<file path="config.mk">
export PLATFORM = sky130hd
export DESIGN_NAME = keccak_round_scheduler_flat
export DESIGN_NICKNAME = d
export VERILOG_FILES = /design/src/rtl/keccak_round_scheduler_pkg.sv /design/src/rtl/keccak_round_scheduler_if.sv /design/src/rtl/keccak_round_scheduler_counter.sv /design/src/rtl/keccak_round_scheduler.sv /design/src/flat_wrapper.sv
export SDC_FILE = /design/constraint.sdc
export NUM_CORES = 1
export LEC_CHECK = 0
export ABC_AREA = 1
export ABC_CLOCK_PERIOD_IN_PS = 3700
export CORE_ASPECT_RATIO = 1.4
export CORE_MARGIN = 10
export CORE_UTILIZATION = 50
export DETAILED_ROUTE_END_ITERATION = 16
export GPL_TIMING_DRIVEN = 0
export HOLD_SLACK_MARGIN = 0.1
export PLACE_DENSITY = 0.79
export SETUP_SLACK_MARGIN = 0.15
export SLEW_MARGIN = 20
export SYNTH_ARGS = -nofsm -noshare
export SYNTH_HDL_FRONTEND = slang
export SYNTH_SLANG_ARGS = --single-unit
</file>
<file path="constraint.sdc">
create_clock -name clk -period 3.7 [get_ports clk]
set_input_delay 0.74 -clock clk [delete_from_list [all_inputs] [get_ports clk]]
set_output_delay 0.74 -clock clk [all_outputs]
set_load 0.05 [all_outputs]
</file>
<file path="src/rtl/keccak_round_scheduler_pkg.sv">
// Shared definitions for the Keccak-f round scheduler: state encoding,
// step-unit indices and default permutation geometry.
package keccak_pkg;

    localparam int DEF_NUM_ROUNDS = 24;
    localparam int DEF_NUM_STEPS  = 5;

    localparam int STEP_THETA = 0;
    localparam int STEP_RHO   = 1;
    localparam int STEP_PI    = 2;
    localparam int STEP_CHI   = 3;
    localparam int STEP_IOTA  = 4;

    typedef enum logic [3:0] {
        S_IDLE       = 4'd0,
        S_LOAD       = 4'd1,
        S_LOAD_WAIT  = 4'd2,
        S_STEP_START = 4'd3,
        S_STEP_WAIT  = 4'd4,
        S_ADVANCE    = 4'd5,
        S_DRAIN      = 4'd6,
        S_DRAIN_WAIT = 4'd7,
        S_DONE       = 4'd8
    } schedState_t;

endpackage

</file>
<file path="src/rtl/keccak_round_scheduler_if.sv">
// Handshake bundle between the round scheduler (master) and the
// load/step/drain units plus the requester (slave).
interface keccak_round_scheduler_if #(
    parameter int NUM_STEPS = 5,
    parameter int STP_W     = 3,
    parameter int RND_W     = 5
);
    logic                 start;
    logic                 ready;
    logic                 busy;
    logic                 loadStart;
    logic                 loadDone;
    logic [NUM_STEPS-1:0] stepStart;
    logic [NUM_STEPS-1:0] stepDone;
    logic [STP_W-1:0]     stepIdx;
    logic [RND_W-1:0]     roundIdx;
    logic                 bufSel;
    logic                 drainStart;
    logic                 drainDone;
    logic                 done;
    logic                 err;

    modport master (
        input  start, loadDone, stepDone, drainDone,
        output ready, busy, loadStart, stepStart, stepIdx, roundIdx,
               bufSel, drainStart, done, err
    );

    modport slave (
        output start, loadDone, stepDone, drainDone,
        input  ready, busy, loadStart, stepStart, stepIdx, roundIdx,
               bufSel, drainStart, done, err
    );

endinterface

</file>
<file path="src/rtl/keccak_round_scheduler_counter.sv">
// Nested step/round counter: steps wrap into the next round, and the
// pair saturates at the final step of the final round.
module round_step_counter #(
    parameter int NUM_ROUNDS = 24,
    parameter int NUM_STEPS  = 5,
    parameter int RND_W      = 5,
    parameter int STP_W      = 3
) (
    input  logic             clk,
    input  logic             rst,
    input  logic             clear,
    input  logic             enable,
    output logic [STP_W-1:0] stepIdx,
    output logic [RND_W-1:0] roundIdx,
    output logic             stepLast,
    output logic             roundLast
);

    assign stepLast  = (stepIdx == STP_W'(NUM_STEPS - 1));
    assign roundLast = (roundIdx == RND_W'(NUM_ROUNDS - 1));

    always_ff @(posedge clk or posedge rst) begin
        if (rst) begin
            stepIdx  <= '0;
            roundIdx <= '0;
        end else if (clear) begin
            stepIdx  <= '0;
            roundIdx <= '0;
        end else if (enable) begin
            if (!stepLast) begin
                stepIdx <= stepIdx + STP_W'(1);
            end else if (!roundLast) begin
                stepIdx  <= '0;
                roundIdx <= roundIdx + RND_W'(1);
            end
        end
    end

endmodule

</file>
<file path="src/rtl/keccak_round_scheduler.sv">
// Keccak-f sequencer: load, NUM_ROUNDS x NUM_STEPS step launches with
// ping-pong buffer toggling, then drain; all outputs are Moore decoded.
module keccak_round_scheduler
    import keccak_pkg::*;
#(
    parameter int NUM_ROUNDS = DEF_NUM_ROUNDS,
    parameter int NUM_STEPS  = DEF_NUM_STEPS,
    parameter int RND_W      = 5,
    parameter int STP_W      = 3
) (
    input logic                      clk,
    input logic                      rst,
    keccak_round_scheduler_if.master bus
);

    schedState_t          state, nextState;
    logic [STP_W-1:0]     stepIdx;
    logic [RND_W-1:0]     roundIdx;
    logic                 stepLast, roundLast;
    logic                 cntClear, cntEn;
    logic [NUM_STEPS-1:0] stepMask;
    logic                 strayStep, errSet;
    logic                 bufSel, err;

    round_step_counter #(
        .NUM_ROUNDS(NUM_ROUNDS),
        .NUM_STEPS (NUM_STEPS),
        .RND_W     (RND_W),
        .STP_W     (STP_W)
    ) uCounter (
        .clk      (clk),
        .rst      (rst),
        .clear    (cntClear),
        .enable   (cntEn),
        .stepIdx  (stepIdx),
        .roundIdx (roundIdx),
        .stepLast (stepLast),
        .roundLast(roundLast)
    );

    always_comb begin
        stepMask = '0;
        for (int unsigned i = 0; i < NUM_STEPS; i++) begin
            stepMask[i] = (stepIdx == STP_W'(i));
        end
    end

    always_ff @(posedge clk or posedge rst) begin
        if (rst) state <= S_IDLE;
        else     state <= nextState;
    end

    always_comb begin
        nextState = state;
        cntClear  = 1'b0;
        cntEn     = 1'b0;
        unique case (state)
            S_IDLE: begin
                if (bus.start) begin
                    cntClear  = 1'b1;
                    nextState = S_LOAD;
                end
            end
            S_LOAD:       nextState = S_LOAD_WAIT;
            S_LOAD_WAIT:  if (bus.loadDone) nextState = S_STEP_START;
            S_STEP_START: nextState = S_STEP_WAIT;
            S_STEP_WAIT:  if (|(bus.stepDone & stepMask)) nextState = S_ADVANCE;
            S_ADVANCE: begin
                cntEn     = 1'b1;
                nextState = (stepLast && roundLast) ? S_DRAIN : S_STEP_START;
            end
            S_DRAIN:      nextState = S_DRAIN_WAIT;
            S_DRAIN_WAIT: if (bus.drainDone) nextState = S_DONE;
            S_DONE:       nextState = S_IDLE;
            default:      nextState = S_IDLE;
        endcase
    end

    // Only the active unit may complete in StepWait; any done pulse arriving
    // while its unit is not being waited on is a protocol error (Idle excepted).
    always_comb begin
        strayStep = (state == S_STEP_WAIT) ? |(bus.stepDone & ~stepMask) : |bus.stepDone;
        errSet    = (state != S_IDLE) &&
                    (strayStep ||
                     (bus.loadDone  && (state != S_LOAD_WAIT)) ||
                     (bus.drainDone && (state != S_DRAIN_WAIT)));
    end

    always_ff @(posedge clk or posedge rst) begin
        if (rst) begin
            err    <= 1'b0;
            bufSel <= 1'b0;
        end else if (cntClear) begin
            err    <= 1'b0;
            bufSel <= 1'b0;
        end else begin
            if (errSet) err <= 1'b1;
            if (state == S_ADVANCE) bufSel <= ~bufSel;
        end
    end

    assign bus.ready      = (state == S_IDLE);
    assign bus.busy       = (state != S_IDLE);
    assign bus.loadStart  = (state == S_LOAD);
    assign bus.stepStart  = (state == S_STEP_START) ? stepMask : '0;
    assign bus.stepIdx    = stepIdx;
    assign bus.roundIdx   = roundIdx;
    assign bus.bufSel     = bufSel;
    assign bus.drainStart = (state == S_DRAIN);
    assign bus.done       = (state == S_DONE);
    assign bus.err        = err;

endmodule

</file>
<file path="src/flat_wrapper.sv">
// flat-port wrapper written by rule: the top's interface ports become plain ports
module keccak_round_scheduler_flat import keccak_pkg::*;
#(
    parameter int NUM_ROUNDS = DEF_NUM_ROUNDS,
    parameter int NUM_STEPS  = DEF_NUM_STEPS,
    parameter int RND_W      = 5,
    parameter int STP_W      = 3
)
  (clk, rst, bus_start, bus_loadDone, bus_stepDone, bus_drainDone, bus_ready, bus_busy, bus_loadStart, bus_stepStart, bus_stepIdx, bus_roundIdx, bus_bufSel, bus_drainStart, bus_done, bus_err);
  keccak_round_scheduler_if #(.NUM_STEPS(NUM_STEPS), .STP_W(STP_W), .RND_W(RND_W)) bus_i ();
  input logic clk;
  input logic rst;
  input wire logic [$bits(bus_i.start)-1:0] bus_start;
  input wire logic [$bits(bus_i.loadDone)-1:0] bus_loadDone;
  input wire logic [$bits(bus_i.stepDone)-1:0] bus_stepDone;
  input wire logic [$bits(bus_i.drainDone)-1:0] bus_drainDone;
  output wire logic [$bits(bus_i.ready)-1:0] bus_ready;
  output wire logic [$bits(bus_i.busy)-1:0] bus_busy;
  output wire logic [$bits(bus_i.loadStart)-1:0] bus_loadStart;
  output wire logic [$bits(bus_i.stepStart)-1:0] bus_stepStart;
  output wire logic [$bits(bus_i.stepIdx)-1:0] bus_stepIdx;
  output wire logic [$bits(bus_i.roundIdx)-1:0] bus_roundIdx;
  output wire logic [$bits(bus_i.bufSel)-1:0] bus_bufSel;
  output wire logic [$bits(bus_i.drainStart)-1:0] bus_drainStart;
  output wire logic [$bits(bus_i.done)-1:0] bus_done;
  output wire logic [$bits(bus_i.err)-1:0] bus_err;
  assign bus_i.start = bus_start;
  assign bus_i.loadDone = bus_loadDone;
  assign bus_i.stepDone = bus_stepDone;
  assign bus_i.drainDone = bus_drainDone;
  assign bus_ready = bus_i.ready;
  assign bus_busy = bus_i.busy;
  assign bus_loadStart = bus_i.loadStart;
  assign bus_stepStart = bus_i.stepStart;
  assign bus_stepIdx = bus_i.stepIdx;
  assign bus_roundIdx = bus_i.roundIdx;
  assign bus_bufSel = bus_i.bufSel;
  assign bus_drainStart = bus_i.drainStart;
  assign bus_done = bus_i.done;
  assign bus_err = bus_i.err;
  keccak_round_scheduler #(.NUM_ROUNDS(NUM_ROUNDS), .NUM_STEPS(NUM_STEPS), .RND_W(RND_W), .STP_W(STP_W)) u_core (.clk(clk), .rst(rst), .bus(bus_i));
endmodule
</file>
[Word-level counts from Yosys, hierarchy flattened]
Index checks and enable logic that the tools add are counted.
Operators by class
  reductions and logical operators: 19
  bitwise operators: 4
  $add $sub $neg: 2
  muxes and demuxes: 23
  equality and inequality tests: 21
Operators with widths (count)
  $pmux 4 s8: 1
  $mux 5: 5
  $eq 4x3->1 const B: 4
  $mux 4: 4
  $mux 3: 5
  $reduce_or 5->1: 3
  $and 5x5->5: 2
  $eq 4x2->1 const B: 2
  $mux 1: 8
  $ne 2x2->1 const B: 4
  $reduce_bool 2->1: 4
  $eq 3x2->1 const B: 2
  $add 5x1->5 const B: 1
  $eq 5x5->1 const B: 1
  $not 5->5: 1
  $eq 4x1->1 const B: 1
  $eq 4x4->1 const B: 1
  $logic_and 1x1->1: 4
  $logic_not 4->1: 1
  $ne 4x2->1 const B: 1
  $ne 4x3->1 const B: 1
  $reduce_and 4->1: 1
  $reduce_bool 4->1: 1
  $add 3x1->3 const B: 1
  other kinds (9): 10
Storage, ports and cells
  input port bits: 10
  output and inout port bits: 20
  flip-flop bits (word level): 14

[Longest topological paths before layout]
Gate-level depths: netlist of run 1.
  depth after elaboration: 10
  depth in mapped cells: 11

[Hierarchy]
A second synthesis of run 1 with hierarchy kept.
Unflattened totals
  cells, all modules: 170
  area, all modules: 1084.8 µm²
Modules (own cells, without submodules)
  keccak_round_scheduler: area an instance 561.8 µm², cells an instance 100, times used 1
  round_step_counter: area an instance 523.0 µm², cells an instance 70, times used 1

[Worst setup path before layout of run 1]
Ideal clock, no wire load.
  path kind: register to output
  start point: register u_core.state[0]
  end point: output bus_done
  required time: 2960 ps
  cell stages (with the launch flop): 3
  path slack: 921 ps
  data arrival time: 2039 ps
  cell sequence: dfrtp_1 -> buf_6 -> nor4_1
Between the ends
  word-level cells in the longest chain between the ends: 1
RTL lines
  start: declaration: RTL line keccak_round_scheduler.sv:16  | schedState_t state, nextState;
  start signal: assignment: RTL line keccak_round_scheduler.sv:50  | else state <= nextState;
  $eq 4x4->1: RTL line keccak_round_scheduler.sv:110  | assign bus.done = (state == S_DONE);
  end: declaration: RTL line flat_wrapper.sv:25  | output wire logic [$bits(bus_i.done)-1:0] bus_done;
Every way passes these cells.

[Worst setup path after layout of run 1]
  start point: register u_core.state[2]
  end point: output bus_stepStart[0]
Between the ends
  word-level cells in the longest chain between the ends: 2
RTL lines
  $eq 4x2->1: RTL line keccak_round_scheduler.sv:105  | assign bus.stepStart = (state == S_STEP_START) ? stepMask : '0;
  $mux 5: RTL line keccak_round_scheduler.sv:105
  end: declaration: RTL line flat_wrapper.sv:20  | output wire logic [$bits(bus_i.stepStart)-1:0] bus_stepStart;
Every way passes these cells.

==> results.md, run 1 <==
- Run status: complete, no violations
- Max Slew Vio Count: 0
- Post-synth top cells: 45 x nand2_1, 17 x inv_1, 17 x nand3_1
- Syn Area/Cell: approximately 7 µm²
- Leading area contributor after synthesis: dfrtp_1
- Post-Layout Cell Count: 210
- H-tree Lvls: 1
- Top Family by Delay on Critical Path: buffers and inverters
- RSZ-0062 raised after global routing: false
- Pwr Density: roughly 660 mW/mm²
- DR DRC count: 0
- First-pass DRT Iterations: 4
- Root Buffer Master: clkbuf_4
- Rows: 20
- Worst vdd ir: between 0.3 and 0.4 mV
- Setup_tns: 0 ps
- Grt total ovfl: 0
- All-Layer GR Usage: 12.9%
- Core Box Area: approximately 0.0021 mm²
- Crit path buf inv count: 1
- Synth-to-Final Area Change: 32.2%
- Finished layout cell area: about 0.0015 mm²
- Share of layout cells above drive strength 1: 12.2%
- Initial DRC Count: 24
- Part of the power in registers: 24.3%
- Ys async rst share: 100%
- Worst-Skew Late Latency: between 200 and 300 ps
- Fin. Hold Viols: 0
- Clock sinks: 14
- Final core occ: 68.4%
- # IOs: 30
- CTS Buf Count: 3
- Postcts setup bufs: 0
- Net Switching: 0.509 mW
- Post-synthesis sequential area ratio: a little under a third
- Crit-path max cell delay: slightly above 800 ps
- Placed insts: 206
- Net Count, Synth: 171
- Clock-pin slew on the worst setup and hold paths: ~80 ps
- Max Buffers Root-to-Sink: 2
- Setup violations, final: 0
- EDFF count, synth: 0
- RD Place Congestion: a little over 0.8
- Worst slew pin tran: roughly 520 ps
- Worst Path Arrival: 2190 ps
- Comb pwr share: 64.3%
- P_leak: 0.714 nW
- Placement Setup Slack: 1100 ps
- Clk_skew: 0.982 ps
- Crit-path cells: nor2_2, nand2_1, nor2_1, clkdlybuf4s50_1
- First-pass GRT wire length: ~4600 µm
- Vias: 1062
- Yosys warnings: 0
- WL per Instance: 12.6 µm
- Die width: about 60 µm
- Antenna violations before repair: 0
- Initial core utilization: 51.7%
- Vias per inst: 5.06
- Slew HR: between 60% and 70%
- CP required: 2960 ps
- DRT Wirelength: 2650 µm
- Port bufs: 29
- Antenna diodes: 0
- Post-DP Area: about 0.0014 mm²
- Worst setup margin: ~770 ps
- Synth Flop Type: dfrtp_1
- # fillers: 178
- Post-CTS Hold Buffers: 0
- Synth top area cells: dfrtp_1 32%, nand2_1 15%, nand3_1 7.7%
- Crit Path Class: reg -> out
- Switching share of power: between 50 and 60%
- Clock network power share: a little under an eighth
- Launching element type of the critical path: flop
- Fin crit period: between 2000 and 3000 ps
- P_int: 0.455 mW
- Largest net degree at the start of global routing: 15
- Synth cell types: 28
- CP Max Fanout: 6
- Die ar.: about 0.0045 mm²
- Most common cell in the netlist: nand2_1
- Hold Path Class: reg -> reg
- Crit. End Element: output port
- FF+latch count, synth: 14
- Die height: 75.5 µm
- Post-synthesis cell area: 0.00110 mm²
- Synth top area share: between 30% and 40%
- Max-Cap Viols: 0
- Cts repair resizes: 0
- Vias in the first global route: roughly 1000
- Nets@finish: 205
- Cells after synthesis: 155
- Post-DP HPWL: around 2200 µm
- Slowest-stage cell, CP: clkdlybuf4s50_1
- Final ANT Viol Nets: 0
- Final period util: 79.2%
- Max Clk Rate: about 340 MHz
- CTS tree: done
==> flip-flops by register name (all words and copies together) (netlist names) <==
name	flops
u_core.uCounter.roundIdx	5
u_core.bus.err	1
u_core.state	4
u_core.uCounter.stepIdx	3
u_core.bus.bufSel	1
==> power by group through the flow <==
stage,Sequential [mW],Clock [mW],Combinational (mW)
after floorplan,0.284,0,0.406
after global placement,0.233,0,0.616
after detailed placement,0.237,0,0.624
after CTS,0.233,0.113,0.626
after global routing,0.240,0.118,0.683
final,0.234,0.110,0.620
==> tightest hold or removal path: stages (launching register included) <==
cell and delay (ps):
dfrtp_1 350, nand2_1 60, nand2_1 60
==> cell usage in the layout (no fill, tap or decap), types with 3 or more instances in the layout <==
master           Yosys  routed
inv_1               17      17
clkbuf_4             0       3
o21ai_1              3       3
inv_2                3       3
dfrtp_1             14      14
nand3_1             17      17
clkdlybuf4s50_1      0      29
nand2_1             45      45
nor2_1              15      15
ha_1                 6       6
nor2_2               5       5
==> logic make-up after synthesis <==
kind of cell	after synthesis	share of synthesized area, %
compound gates	10	5.23
xor+xnor	4	3.19
simple gates	96	42.8
flops	14	31.9
fa+ha+maj	6	6.83
buf+inv	25	10.1
==> layout make-up <==
| cell class | instances | area, µm² | share of cell area [%] |
|---|---|---|---|
| Timing Repair Buffer | 29 | 290 | 20.0 |
| Sequential cell | 14 | 350 | 24.1 |
| Inverter | 24 | 100 | 6.88 |
| Clock buffer | 4 | 36.3 | 2.50 |
| Multi-Input combinational cell | 116 | 638 | 43.9 |
| Tap cell | 22 | 27.5 | 1.89 |
| Buffer | 1 | 11.3 | 0.775 |
==> stage by stage <==
stage,power (mW),hold slack [ps]
after floorplan,0.690,557
after global placement,0.849,469
after detailed placement,0.861,477
after CTS,0.973,496
after global routing,1.04,527
final,0.964,495
==> layer usage <==
layer,wire [µm],GRT usage [%],vias to the layer above,share of wire (%)
met5,0,0,-,0
li1,-,-,555,-
met3,232,5.17,5,8.8
met2,1300,22.0,25,49
met4,44,5.75,0,1.7
met1,1070,13.6,477,40
==> path summary, 6_finish.rpt <==
path                                                        start                                 endpoint  slack, ps  depth (start not counted)
setup / recovery                      u_core.state[2]$_DFFE_PP0P_                         bus_stepStart[0]        770                          4
hold / removal                         u_core.bus.err$_DFFE_PP0P_               u_core.bus.err$_DFFE_PP0P_        490                          2
setup reg to reg           u_core.uCounter.stepIdx[0]$_DFFE_PP0P_   u_core.uCounter.stepIdx[0]$_DFFE_PP0P_       2010                          8
hold reg to reg                        u_core.bus.err$_DFFE_PP0P_               u_core.bus.err$_DFFE_PP0P_        490                          2
max in group asynchronous                                     rst   u_core.uCounter.stepIdx[0]$_DFFE_PP0P_       2580                          2
min in group asynchronous                                     rst  u_core.uCounter.roundIdx[0]$_DFFE_PP0P_        780                          2
Note: power is estimated with default switching activity, not from simulation.
==> inputs of run 2 (changes only) <==
- ABC_CLOCK_PERIOD_IN_PS: 3700 -> 2400
- CORE_UTILIZATION: 50 -> 43
- PLACE_DENSITY: 0.79 -> 0.71
- clock period: 3.7 -> 2.4 ns (I/O delays scaled with it)
==> run 2 against run 1 <==
Clock power rose by 53%. Clock skew increased by 6.1 ps. Critical endpoint is now bus_drainStart. Critical path depth did not move. Non-clock buffer count unchanged. Largest power group unchanged.
==> results.md, run 2 (synthesized netlist as in run 1, its figures left out) <==
- Run status: complete, no violations
- Slowest-stage cell, CP: dlygate4sd2_1
- Initial core utilization: 45.5%
- CTS Buf Count: 3
- Die height: 79.8 µm
- First-pass GRT wire length: 4970 µm
- P_leak: 0.736 nW
- Worst r2r path cells: 8
- Share of layout cells above drive strength 1: 16.5%
- Pwr Density: 1010 mW/mm²
- Total Power: 1.49 mW
- # fillers: 249
- Most frequent cells in the layout: 45 x nand2_1, 19 x clkdlybuf4s50_1, 17 x inv_1, 17 x nand3_1, 15 x nor2_1
- Crit Path Class: reg -> out
- Max-Cap Viols: 0
- Worst slew pin tran: 517 ps
- First-pass DRT Iterations: 4
- Fin. Hold Viols: 0
- Grt total ovfl: 0
- Crit-path max cell delay: 550 ps
- Post-CTS Hold Buffers: 0
- # IOs: 30
- CP required: ~1900 ps
- Max Clk Rate: 459 MHz
- Antenna violations before repair: 0
- H-tree Lvls: 1
- Root Buffer Master: clkbuf_4
- Fin crit period: 2180 ps
- RD Place Congestion: 0.867
- Max Slew Vio Count: 0
- Vias per inst: 4.90
- CP startpoint: u_core.state[3]$_DFFE_PP0P_
- Rows: 21
- Largest registers: u_core.uCounter.roundIdx: 5 flops, u_core.state: 4 flops, u_core.uCounter.stepIdx: 3 flops
- All-Layer GR Usage: 11.8%
- Clock-pin slew on the worst setup and hold paths: 90 ps
- Initial DRC Count: 11
- Crit-path cells: inv_1, nand2_1, nor3_1, dlygate4sd2_1
- Max FFs per register: 5
- RSZ-0062 raised after global routing: true
- Final ANT Viol Nets: 0
- Final period util: 90.8%
- CP Max Fanout: 6
- Final core occ: 61.0%
- Clk_skew: 7.05 ps
- Die width: 62.7 µm
- Port bufs: 29
- Most flops, register: u_core.uCounter.roundIdx
- Setup_tns: 0 ps
- Worst Path Arrival: 1700 ps
- Antenna diodes: 0
- WL per Instance: between 10 and 15 µm
- Setup violations, final: 0
- Largest net degree at the start of global routing: 15
- Vias: approximately 1100
- DRT Wirelength: between 2000 and 3000 µm
- Hold Path Class: in -> async
- CTS tree: done
- DR DRC count: 0
- Post-DP HPWL: 2310 µm
- Clock sinks: 14
- Worst vdd ir: about 0.45 mV
- Worst-Skew Late Latency: 280 ps
- R2R Path Start: u_core.uCounter.stepIdx[0]$_DFFE_PP0P_
- Vias in the first global route: between 1000 and 1500
- Slew HR: 65.5%
- Most common cell after layout, fill and taps aside: nand2_1
- Core Box Area: approximately 0.0024 mm²
- Die ar.: 0.00501 mm²
- Crit. End Element: output port
- Launching element type of the critical path: flop
- Nets@finish: 205
- Max Buffers Root-to-Sink: 2
- Synth-to-Final Area Change: 34.0%
[run 2: cell count changes in the layout (fill, tap and decap cells not counted), moves of 2 or more]
| cell | before | now |
|---|---|---|
| clkdlybuf4s15_2 | 0 | 2 |
| clkdlybuf4s50_1 | 29 | 19 |
| dlygate4sd2_1 | 0 | 5 |
| nor4_1 | 2 | 0 |
| nor4_2 | 0 | 2 |
[run 2: per-layer routing]
metal	vias to the layer above	wire length, µm	global-route usage, %
met2	33	1440	21.5
met3	9	168	3.79
li1	555	-	-
met5	-	0	0
met1	491	1130	12.3
met4	0	53	4.71
[run 2: final timing paths]
path	to	slack, ps
max in group asynchronous	u_core.state[1]$_DFFE_PP0P_	1500
worst max-delay path	bus_drainStart	220
min in group clk	u_core.bus.err$_DFFE_PP0P_	540
worst min register to register	u_core.bus.err$_DFFE_PP0P_	540
worst min-delay path	u_core.state[2]$_DFFE_PP0P_	530
worst max register to register	u_core.uCounter.stepIdx[1]$_DFFE_PP0P_	700
[run 2: critical path: cells and delay by family (launching register included)]
family	cells	cell delay [ps]
buf+inv	2	680
flops	1	500
simple gates	2	240
[run 2: stage by stage]
step	instances	hold slack, ps	setup slack [ps]	area, µm²
floorplan	155	369	155	1110
global placement	218	488	84.8	1450
CTS	222	536	29.3	1480
detailed placement	218	510	67.1	1450
global route	222	552	130	1470
finish	222	531	220	1470
[run 2: timing repair]
item	4_1_cts	5_1_grt
cloned	0	0
setup buffers	0	0
setup endpoints to repair	10	6
gates resized for setup	18	7
[run 2: final cells by class]
cell class              count  area (µm²)  area share, %
clock buffers               4        36.3           2.46
inverters                  24         100           6.79
well taps                  34        42.5           2.89
multi-input cells         116         656           44.5
flip-flops and latches     14         352           23.9
repair buffers             29         277           18.8
plain buffers               1        11.3          0.764
[run 2: report_power, final]
part / leakage [nW] / total, mW / switching [mW] / internal [mW]
sequential: 0.182 / 0.369 / 0.0772 / 0.292
clock: 0.0210 / 0.168 / 0.0754 / 0.0924
combinational: 0.533 / 0.951 / 0.650 / 0.300
==> inputs of run 3 (changes only) <==
- SKIP_CTS_REPAIR_TIMING: not set -> 1
- SLEW_MARGIN: 20 -> 25
==> run 3 against run 2 <==
Via count fell by 1.4%. Highest routed layer unchanged. Clock power is essentially flat. Largest power group unchanged. Critical path type unchanged. First-iteration DRC count is 18% higher.
==> results.md, run 3 (synthesized netlist as in run 1, its figures left out) <==
- Launching element type of the critical path: flop
- Final period util: 93.3%
- Max Buffers Root-to-Sink: 2
- Root Buffer Master: clkbuf_4
- Die height: 79.8 µm
- Most common cell after layout, fill and taps aside: nand2_1
- Antenna violations before repair: 0
- Die width: approximately 63 µm
- Initial DRC Count: 13
- Port bufs: 29
- Antenna diodes: 0
- Nets@finish: 205
- Post-DP HPWL: 2310 µm
- Core Box Area: 0.00242 mm²
- Fin crit period: 2240 ps
- Synth-to-Final Area Change: 34.2%
- Fin. Hold Viols: 0
- Post-Layout Cell Count: about 220
- Placement Setup Slack: 67.1 ps
- Placed insts: between 200 and 250
- Clock sinks: 14
- Setup violations, final: 0
- Vias: between 1000 and 1500
- All-Layer GR Usage: 11.8%
- Worst-Skew Late Latency: approximately 280 ps
- Vias per inst: 4.83
- Slew HR: 65.8%
- Max FFs per register: 5
- DR DRC count: 0
- R2r setup slk: 700 ps
- Worst vdd ir: 0.428 mV
- Initial core utilization: 45.5%
- First-pass DRT Iterations: 4
- Max-Cap Viols: 0
- Run status: complete, no violations
- # fillers: 240
- Hold Path Class: in -> async
- Largest net degree at the start of global routing: 15
- Max Slew Vio Count: 0
- Worst slew pin tran: between 500 and 600 ps
- # IOs: 30
- Pwr Density: 1010 mW/mm²
- Max Clk Rate: 446 MHz
- Worst flop-to-flop path endpoint: u_core.uCounter.stepIdx[1]$_DFFE_PP0P_
- Die ar.: 0.00501 mm²
- Rows: 21
- CTS tree: done
- Most flops, register: u_core.uCounter.roundIdx
- Most frequent cells in the layout: 45 x nand2_1, 19 x clkdlybuf4s50_1, 17 x inv_1, 17 x nand3_1, 15 x nor2_1
- Final ANT Viol Nets: 0
- R2R Path Start: u_core.uCounter.stepIdx[0]$_DFFE_PP0P_
- CP required: 1920 ps
- Worst r2r path cells: 8
- P_leak: about 0.81 nW
- Setup_tns: 0 ps
- Largest registers: u_core.uCounter.roundIdx: 5 flops, u_core.state: 4 flops, u_core.uCounter.stepIdx: 3 flops
- Flip-flop and latch area: about 350 µm²
- Clk_skew: 5.32 ps
- WL per Instance: 12.4 µm
- CP startpoint: u_core.uCounter.stepIdx[0]$_DFFE_PP0P_
- Worst setup margin: ~160 ps
- RD Place Congestion: approximately 0.87
- Share of layout cells above drive strength 1: 15.4%
- Crit-path cells: inv_1, ha_1, nand2_1, nor2_1, dlymetal6s2s_1
- First-pass GRT wire length: 4950 µm
- Vias in the first global route: roughly 1100
- Worst Path Arrival: 1760 ps
- Crit-path max cell delay: 440 ps
- DRT Wirelength: 2740 µm
- Setup crit end: bus_stepStart[4]
- RSZ-0062 raised after global routing: true
- Crit Path Class: reg -> out
- Grt total ovfl: 0
- Clock-pin slew on the worst setup and hold paths: about 90 ps
- Slowest-stage cell, CP: dfrtp_1
- Multi-input gate area: 651 µm²
- Crit. End Element: output port
- H-tree Lvls: 1
- CTS Buf Count: 3
- CP Max Fanout: 6
==> run 3: cell count changes in the layout (fill, tap and decap cells not counted), moves of 2 or more <==
cell and change:
dlymetal6s2s_1 +6, clkbuf_2 +3, dlygate4sd2_1 -5, clkdlybuf4s15_2 -2
==> run 3: layout make-up <==
cell class                      count  area share (%)
Buffer                              1           0.763
Clock buffer                        4            2.46
Inverter                           24            6.78
Multi-Input combinational cell    116            44.1
Sequential cell                    14            23.7
Tap cell                           34            2.88
Timing Repair Buffer               29            19.3
==> run 3: power breakdown <==
part / total (mW) / leakage, nW / switching [mW] / internal (mW)
combinational: 0.954 / 0.604 / 0.646 / 0.308
sequential: 0.364 / 0.183 / 0.0738 / 0.290
clock: 0.169 / 0.0210 / 0.0769 / 0.0924
==> run 3: critical path, delay by kind of cell (launching register included) <==
kind / cells / cell delay, ps
fa+ha+maj: 1 / 230
buf+inv: 2 / 540
flops: 1 / 440
simple gates: 2 / 270
==> run 3: per-layer routing <==
metal | vias to the layer above | wire [µm] | track usage [%]
li1 | 557 | - | -
met1 | 482 | 1170 | 12.2
met2 | 27 | 1410 | 21.5
met3 | 7 | 121 | 3.79
met4 | 0 | 49 | 4.71
met5 | - | 0 | 0
==> run 3: worst min path at each step <==
stage                     slack, ps                  startpoint                             to
after floorplan                 370                         rst  u_core.bus.bufSel$_DFFE_PP0P_
after global placement          490  u_core.bus.err$_DFFE_PP0P_     u_core.bus.err$_DFFE_PP0P_
after detailed placement        510  u_core.bus.err$_DFFE_PP0P_     u_core.bus.err$_DFFE_PP0P_
after CTS                       540  u_core.bus.err$_DFFE_PP0P_     u_core.bus.err$_DFFE_PP0P_
after global routing            550  u_core.bus.err$_DFFE_PP0P_     u_core.bus.err$_DFFE_PP0P_
final                           530                         rst    u_core.state[1]$_DFFE_PP0P_
==> run 3: per-stage QoR <==
step / utilization, % / area (µm²) / total power, mW / hold WS (ps)
finish: 61.1 / 1480 / 1.49 / 527
global route: 61.1 / 1480 / 1.61 / 552
CTS: 61.3 / 1480 / 1.52 / 536
detailed placement: 59.8 / 1450 / 1.35 / 510
global placement: 59.8 / 1450 / 1.32 / 488
floorplan: - / 1110 / 1.08 / 369
